==> config.mk <==
export PLATFORM = sky130hd
export DESIGN_NAME = rv32_dbg_trigger_unit
export DESIGN_NICKNAME = d
export VERILOG_FILES = /design/src/rtl/rv32_dbg_trigger_unit.sv
export SDC_FILE = /design/constraint.sdc
export NUM_CORES = 1
export LEC_CHECK = 0
export ABC_AREA = 1
export CAP_MARGIN = 20
export CORE_ASPECT_RATIO = 1.4
export CORE_MARGIN = 5
export CORE_UTILIZATION = 54
export CTS_BUF_LIST = sky130_fd_sc_hd__clkbuf_16
export CTS_CLUSTER_DIAMETER = 100
export CTS_CLUSTER_SIZE = 16
export DETAILED_ROUTE_END_ITERATION = 10
export PLACE_DENSITY = 0.9
export SLEW_MARGIN = 25
export SYNTH_ARGS = -nofsm -noshare
export SYNTH_HDL_FRONTEND = slang
export SYNTH_SLANG_ARGS = --single-unit
==> constraint.sdc <==
create_clock -name clk -period 5.72 [get_ports clk]
set_input_delay 1.43 -clock clk [delete_from_list [all_inputs] [get_ports clk]]
set_output_delay 1.43 -clock clk [all_outputs]
set_load 0.05 [all_outputs]
==> src/rtl/rv32_dbg_trigger_unit.sv <==
// NUM_BP-entry hardware breakpoint/trigger unit with a debug APB slave and a registered halt request.
// Optional per-entry skip counter in BPn_CTRL[31:16] is built when DBG_TRIG_COUNT_EN is defined.
module rv32_dbg_trigger_unit #(
    parameter int unsigned NUM_BP = 2,
    parameter int unsigned XLEN   = 32
) (
    input  logic            clk,
    input  logic            rst_n,
    input  logic            psel,
    input  logic            penable,
    input  logic            pwrite,
    input  logic [11:0]     paddr,
    input  logic [31:0]     pwdata,
    output logic [31:0]     prdata,
    output logic            pready,
    output logic            pslverr,
    input  logic [XLEN-1:0] pc_i,
    input  logic            pc_valid_i,
    input  logic [XLEN-1:0] mem_addr_i,
    input  logic            mem_read_i,
    input  logic            mem_write_i,
    input  logic            resume_i,
    output logic            bp_hit_o,
    output logic [3:0]      hit_idx_o,
    output logic [3:0]      halt_cause_o
);

    localparam int unsigned IDX_W      = 4;
    localparam int unsigned CNT_W      = 16;
    localparam logic [3:0]  HALT_NONE  = 4'b0000;
    localparam logic [3:0]  HALT_BREAKPOINT = 4'b0010;
    localparam logic [1:0]  MODE_EXEC  = 2'b00;
    localparam logic [1:0]  MODE_LOAD  = 2'b01;
    localparam logic [1:0]  MODE_STORE = 2'b10;

    // Per-entry configuration
    logic [XLEN-1:0]   bp_addr    [NUM_BP];
    logic              bp_en      [NUM_BP];
    logic [1:0]        bp_mode    [NUM_BP];
    logic              bp_oneshot [NUM_BP];
`ifdef DBG_TRIG_COUNT_EN
    logic [CNT_W-1:0]  bp_count   [NUM_BP];
    logic [NUM_BP-1:0] skip_c;
`endif
    logic [NUM_BP-1:0] trig_status;
    logic              suppress_q;

    // APB decode
    logic              access_c;
    logic              in_bp_win_c;
    logic [IDX_W-1:0]  entry_idx_c;
    logic              is_ctrl_c;
    logic              entry_ok_c;
    logic              status_sel_c;
    logic [NUM_BP-1:0] wr_addr_c;
    logic [NUM_BP-1:0] wr_ctrl_c;
    logic              wr_status_c;
    logic [31:0]       rdata_c;

    // Match path
    logic              exec_block_c;
    logic [NUM_BP-1:0] match_c;
    logic [NUM_BP-1:0] fire_c;
    logic [IDX_W-1:0]  hit_idx_c;

    logic              unused_pwdata;
    assign unused_pwdata = ^pwdata;

    assign pready = 1'b1;

    // Address decode: entries live in 0x100..0x17C, status at 0x180, word aligned only
    always_comb begin
        access_c     = psel && penable;
        in_bp_win_c  = (paddr[11:7] == 5'b00010) && (paddr[1:0] == 2'b00);
        entry_idx_c  = paddr[6:3];
        is_ctrl_c    = paddr[2];
        entry_ok_c   = in_bp_win_c && (32'(entry_idx_c) < NUM_BP);
        status_sel_c = (paddr == 12'h180);
        wr_status_c  = access_c && pwrite && status_sel_c;
        wr_addr_c    = '0;
        wr_ctrl_c    = '0;
        for (int i = 0; i < int'(NUM_BP); i++) begin
            if (access_c && pwrite && entry_ok_c && (entry_idx_c == 4'(i))) begin
                wr_addr_c[i] = !is_ctrl_c;
                wr_ctrl_c[i] = is_ctrl_c;
            end
        end
    end

    // Read mux and error response, valid only during the access phase
    always_comb begin
        rdata_c = '0;
        if (status_sel_c) begin
            rdata_c = 32'(trig_status);
        end else if (entry_ok_c) begin
            for (int i = 0; i < int'(NUM_BP); i++) begin
                if (entry_idx_c == 4'(i)) begin
                    if (is_ctrl_c) begin
`ifdef DBG_TRIG_COUNT_EN
                        rdata_c = {bp_count[i], 12'b0, bp_oneshot[i], bp_mode[i], bp_en[i]};
`else
                        rdata_c = {28'b0, bp_oneshot[i], bp_mode[i], bp_en[i]};
`endif
                    end else begin
                        rdata_c = 32'(bp_addr[i]);
                    end
                end
            end
        end
        prdata  = access_c ? rdata_c : 32'b0;
        pslverr = access_c && !(entry_ok_c || status_sel_c);
    end

    // Execute matches are blocked for the first pc_valid_i at or after resume
    assign exec_block_c = suppress_q || resume_i;

    // Per-entry match and fire evaluation against current (pre-write) configuration
    always_comb begin
        match_c = '0;
        fire_c  = '0;
`ifdef DBG_TRIG_COUNT_EN
        skip_c  = '0;
`endif
        for (int i = 0; i < int'(NUM_BP); i++) begin
            unique case (bp_mode[i])
                MODE_EXEC:  match_c[i] = pc_valid_i && !exec_block_c && (pc_i == bp_addr[i]);
                MODE_LOAD:  match_c[i] = mem_read_i && (mem_addr_i == bp_addr[i]);
                MODE_STORE: match_c[i] = mem_write_i && (mem_addr_i == bp_addr[i]);
                default:    match_c[i] = (mem_read_i || mem_write_i) && (mem_addr_i == bp_addr[i]);
            endcase
            match_c[i] = match_c[i] && bp_en[i];
`ifdef DBG_TRIG_COUNT_EN
            skip_c[i] = match_c[i] && (bp_count[i] != '0);
            fire_c[i] = match_c[i] && (bp_count[i] == '0);
`else
            fire_c[i] = match_c[i];
`endif
        end
    end

    // Lowest firing index wins
    always_comb begin
        hit_idx_c = '0;
        for (int i = int'(NUM_BP) - 1; i >= 0; i--) begin
            if (fire_c[i]) hit_idx_c = 4'(i);
        end
    end

    // Entry registers: APB write takes priority over one-shot clear and count decrement
    always_ff @(posedge clk or negedge rst_n) begin
        if (!rst_n) begin
            for (int i = 0; i < int'(NUM_BP); i++) begin
                bp_addr[i]    <= '0;
                bp_en[i]      <= 1'b0;
                bp_mode[i]    <= 2'b00;
                bp_oneshot[i] <= 1'b0;
`ifdef DBG_TRIG_COUNT_EN
                bp_count[i]   <= '0;
`endif
            end
        end else begin
            for (int i = 0; i < int'(NUM_BP); i++) begin
                if (wr_addr_c[i]) bp_addr[i] <= XLEN'(pwdata);
                if (wr_ctrl_c[i]) begin
                    bp_en[i]      <= pwdata[0];
                    bp_mode[i]    <= pwdata[2:1];
                    bp_oneshot[i] <= pwdata[3];
`ifdef DBG_TRIG_COUNT_EN
                    bp_count[i]   <= pwdata[31:16];
`endif
                end else begin
                    if (fire_c[i] && bp_oneshot[i]) bp_en[i] <= 1'b0;
`ifdef DBG_TRIG_COUNT_EN
                    if (skip_c[i]) bp_count[i] <= bp_count[i] - CNT_W'(1);
`endif
                end
            end
        end
    end

    // Sticky status: a new hit beats a simultaneous write-1-to-clear
    always_ff @(posedge clk or negedge rst_n) begin
        if (!rst_n) begin
            trig_status <= '0;
        end else if (wr_status_c) begin
            trig_status <= (trig_status & ~pwdata[NUM_BP-1:0]) | fire_c;
        end else begin
            trig_status <= trig_status | fire_c;
        end
    end

    // Resume-suppress flag consumed by the next pc_valid_i
    always_ff @(posedge clk or negedge rst_n) begin
        if (!rst_n) begin
            suppress_q <= 1'b0;
        end else begin
            suppress_q <= exec_block_c && !pc_valid_i;
        end
    end

    // Registered halt request to the CPU control FSM
    always_ff @(posedge clk or negedge rst_n) begin
        if (!rst_n) begin
            bp_hit_o     <= 1'b0;
            hit_idx_o    <= '0;
            halt_cause_o <= HALT_NONE;
        end else begin
            bp_hit_o     <= |fire_c;
            hit_idx_o    <= hit_idx_c;
            halt_cause_o <= (|fire_c) ? HALT_BREAKPOINT : HALT_NONE;
        end
    end

endmodule

# Yosys cells after proc, flatten, opt, wreduce, memory -nomap -nowiden
# Cells that the tools add are included.
# classes
bitwise_logic	4
n_eq_ne	11
n_mux	21
reduce_logical	37
n_lt_le_gt_ge	1
# op_table
operator	n
$mux 32	7
$eq 32x32->1	4
$logic_and 1x1->1	23
$eq 12x9->1 const B	1
$mux 1	9
$logic_not 2->1	3
$pmux 1 s3	2
$eq 5x2->1 const B	1
$eq 2x1->1 const B	2
$eq 2x2->1 const B	2
$eq 4x1->1 const B	1
$logic_not 1->1	4
$logic_not 4->1	1
$lt 4x2->1 const B	1
$mux 2	2
$mux 4	1
$or 2x2->2	2
$reduce_bool 2->1	2
$logic_or 1x1->1	3
$and 2x2->2	1
$not 2->2	1
$reduce_or 2->1	1
# totals
elab_cells	87
ff_bits	82
in_bits	117

# Logic depth before layout (Yosys ltp)
# logic_depth
depth_word	9
depth_mapped	13
ltp_nobuf	13

# Least setup slack after synthesis
# OpenSTA, ideal clock, no wires.
# synth_timing
kind	in2out
from	input port paddr[1]
to	output port prdata[1]
path_stages	6
path_slack_ns	0.953
arrival_ns	3.337
n_path_buf	0
cell_sequence	or2_4 nor4_4 nand3_2 inv_1 nand3_1 o21ai_0
# synth_via
elab_chain_len	6
# synth_lines
item	line	rtl
start, declared	12	input logic [11:0] paddr,
$logic_not 2->1	74	in_bp_win_c = (paddr[11:7] == 5'b00010) && (paddr[1:0] == 2'b00);
$logic_and 1x1->1	74	
$logic_and 1x1->1	77	entry_ok_c = in_bp_win_c && (32'(entry_idx_c) < NUM_BP);
$mux 32	95	end else if (entry_ok_c) begin
$mux 32 *	93	if (status_sel_c) begin
$mux 32 *	110	prdata = access_c ? rdata_c : 32'b0;
end, declared	14	output logic [31:0] prdata,
# Mark *: on every way between the ends. The rest lies on a longest branch, timed or not.

# Worst setup path after layout
# layout_timing
from	input port paddr[1]
to	output port prdata[31]
# The elaborated chain is that of the path after synthesis.

==> flow_summary.ini <==
[layout]
finalCoreUtilization = 0.7167
filler_cell_count = 928
fin_nets = 1221
drive_gt1_frac = 0.08250
antenna-diode-count = 0
area_growth_pct = 29.06
final_cells = 1244

[synthesis]
yosysUniqueCellTypes = 38
synthesis.yosys.warnings = 0
syn_area_per_cell_um2 = 6.352
netlist_instances = 955
seq_area_frac_synth = 0.3177
synth_edf_count = 0
ys_async_sr_fraction = 1.000
netlist_area_mm2 = 0.006066
synth.ff_latch_count = 77
synthFlopType = sky130_fd_sc_hd__dfrtp_1

[timing]
max_freq_mhz = 199.6
maxSlewViolCount = 0
period_minus_slack_ns = 5.010
finalSetupViolCount = 0
rsz_0062_raised_after_global_routing = false
final_total_negative_setup_slack_ns = 0
min_period_over_period = 0.8759
hold_viol = 0
clock-skew-final_ns = 0.003335
transition_at_the_pin_with_the_smallest_max_transition_slack_ns = 0.8280
slew-limit-headroom = 0.4480
worst_hold_slack_ns = 0.5066

[floorplanning]
io_pins = 160
rows = 45
design.die.area_mm2 = 0.01348
chipWidth_um = 99.58
core_area_mm2 = 0.01092
floorplan.initialDensity = 0.5553
chipHeight_um = 135.4

[worst_setup_path]
critical_path_arrival_ns = 3.58
cp_max_fo = 28
critPathRequiredTime_ns = 4.29
worst_setup_path_start_kind = input port
worstSetupPathType = input port to primary output
worstSetupEndpointType = primary output
reg2reg_slack_ns = 3.84
critical_path.reg2reg.startpoint = bp_mode[3]
r2r.worst_path.cells = 13
worst_r2r_endpoint = bp_en[1]

[global_route]
via_count_of_the_first_global_routing_pass = 6345
grt_first_pass_wirelength_um = 31610
grt_max_degree = 78
grtUsageTotal = 0.3013
grt_overflow = 0
grt_antenna_before_repair = 0

[placed_design]
place_hpwl_um = 15630
post-place-cells = 1228
portBuffers = 152
gpl.final_weighted_congestion = 0.9556

[clocking]
post-cts-setup-buffer-count = 0
clock_tree_from_tritoncts = done
worst_skew_late_latency_ns = 0.34
cts_root_buf = sky130_fd_sc_hd__clkbuf_16
htree_levels = 3
cts-hold-fix-buffers = 0
clock_sinks = 77
max-clock-path-buffers = 2
cts_resized = 0
clk_transition_reported_paths_ns = 0.06
number_of_cts_inserted_buffers = 9

[routing]
drt_iter0_markers = 518
post_drt_wl_per_cell_um = 16.10
drc_errors = 0
num_vias = 6557
maxUsedRoutingLayer = met4
wl_met2_um = 9938
drt_wl_total_um = 20030
antenna_left = 0
m1WireLength_um = 7332
met3WireLength_um = 1416
routed_via_density = 5.271
detail_route.first_pass.iterations = 5

[worst_hold_path]
worst_hold_startpoint = suppress_q
min_path_cells = 2
hold_path.class = flop to flop
whs_endpoint = suppress_q

[pwr]
leakagePower_nw = 3.690
post-layout-total-power_w = 0.001343
power.density_mw_per_mm2 = 171.6
worst_ir_drop_vdd_mv = 0.1409

[status]
status = finished clean

[run]
maxCapViolations = 0
## cells in the final DEF, fill, tap and decap left out, types with 25 or more instances in the layout
master,count
sky130_fd_sc_hd__nand2_1,384
sky130_fd_sc_hd__inv_1,155
sky130_fd_sc_hd__o21ai_2,28
sky130_fd_sc_hd__xnor2_1,29
sky130_fd_sc_hd__o21ai_0,41
sky130_fd_sc_hd__dfrtp_1,77
sky130_fd_sc_hd__o21ai_1,36
sky130_fd_sc_hd__nor2_1,75
sky130_fd_sc_hd__a21oi_1,25
sky130_fd_sc_hd__buf_4,35
sky130_fd_sc_hd__clkdlybuf4s50_1,119
## worst max path at each step
stage	startpoint	end	slack, ns	cells past startpoint
3_5_place_dp	paddr[0]	prdata[31]	0.69	8
3_3_place_gp	paddr[1]	prdata[16]	0.81	8
4_1_cts	paddr[0]	prdata[31]	0.68	8
5_1_grt	paddr[8]	prdata[15]	0.57	8
2_1_floorplan	paddr[1]	prdata[1]	0.95	6
6_report	paddr[1]	prdata[31]	0.71	8
## state kept, by name, indices dropped and copies added, names as in the netlist
name,flops
bp_addr,64
bp_en,2
bp_hit_o,1
bp_mode,4
bp_oneshot,2
hit_idx_o,1
suppress_q,1
trig_status,2
## power by group
part	internal [W]	switching [W]	leakage, nW
clock	0.000339	0.000242	0.140
sequential	0.000545	0.000000413	1.07
combinational	0.000103	0.000113	2.48
## critical path, stage by stage
cell and delay [ns]:
sky130_fd_sc_hd__clkdlybuf4s50_1 0.39, sky130_fd_sc_hd__or2_4 0.26, sky130_fd_sc_hd__nor4_4 0.18, sky130_fd_sc_hd__nand3_2 0.15, sky130_fd_sc_hd__inv_1 0.18, sky130_fd_sc_hd__nand4_4 0.44, sky130_fd_sc_hd__a21oi_1 0.31, sky130_fd_sc_hd__buf_4 0.24
## layer usage
layer,vias up,GRT usage
met5,-,0
met4,0,0.2020
met3,77,0.03761
met2,325,0.5187
met1,2964,0.3467
li1,3191,-
## area by class of cell
class                           instances  area (um2)  share of cell area
Multi-Input combinational cell        696        3331              0.4254
Sequential cell                        77        1927              0.2461
Timing Repair Buffer                  157        1505              0.1923
Inverter                              157       589.3             0.07528
Clock buffer                            9       225.2             0.02877
Tap cell                              141       176.4             0.02253
Clock inverter                          7       75.07            0.009589
## cells by family (layout without fill, tap and decap cells)
kind of cell,after synthesis,count (layout),share of synthesized area
flip-flops,77,77,0.3177
AND/OR/NAND/NOR,499,499,0.3329
other,2,7,0.001238
buffers and inverters,187,330,0.1363
AO/OA/AOI/OAI,145,145,0.1432
XOR/XNOR,39,39,0.05631
adder cells (fa/ha/maj),6,6,0.01238
## stage by stage
step	setup slack, ns	cell area, um2
after CTS	0.6806	7825
final	0.7096	7829
after global routing	0.5662	7829
after global placement	0.8120	7525
after floorplan	0.9532	6085
after detailed placement	0.6899	7525
## synth_stat cells, types with 2 or more instances
cell                       instances  share of area
sky130_fd_sc_hd__a21oi_1          25          0.021
sky130_fd_sc_hd__a22o_1            2         0.0029
sky130_fd_sc_hd__a22oi_1          10          0.012
sky130_fd_sc_hd__buf_2             2         0.0017
sky130_fd_sc_hd__buf_4            10          0.012
sky130_fd_sc_hd__buf_6            10          0.019
sky130_fd_sc_hd__clkbuf_1          7         0.0043
sky130_fd_sc_hd__conb_1            2         0.0012
sky130_fd_sc_hd__dfrtp_1          77           0.32
sky130_fd_sc_hd__ha_1              6          0.012
sky130_fd_sc_hd__inv_1           155          0.096
sky130_fd_sc_hd__nand2_1         384           0.24
sky130_fd_sc_hd__nand3_1          12         0.0099
sky130_fd_sc_hd__nand3_4           2         0.0058
sky130_fd_sc_hd__nand4_1          11          0.011
sky130_fd_sc_hd__nor2_1           75          0.046
sky130_fd_sc_hd__nor3_1            4         0.0033
sky130_fd_sc_hd__o21ai_0          41          0.034
sky130_fd_sc_hd__o21ai_1          36          0.030
sky130_fd_sc_hd__o21ai_2          28          0.040
sky130_fd_sc_hd__o22ai_1           2         0.0021
sky130_fd_sc_hd__xnor2_1          29          0.042
sky130_fd_sc_hd__xor2_1           10          0.014
(Power assumes the default switching activity.)
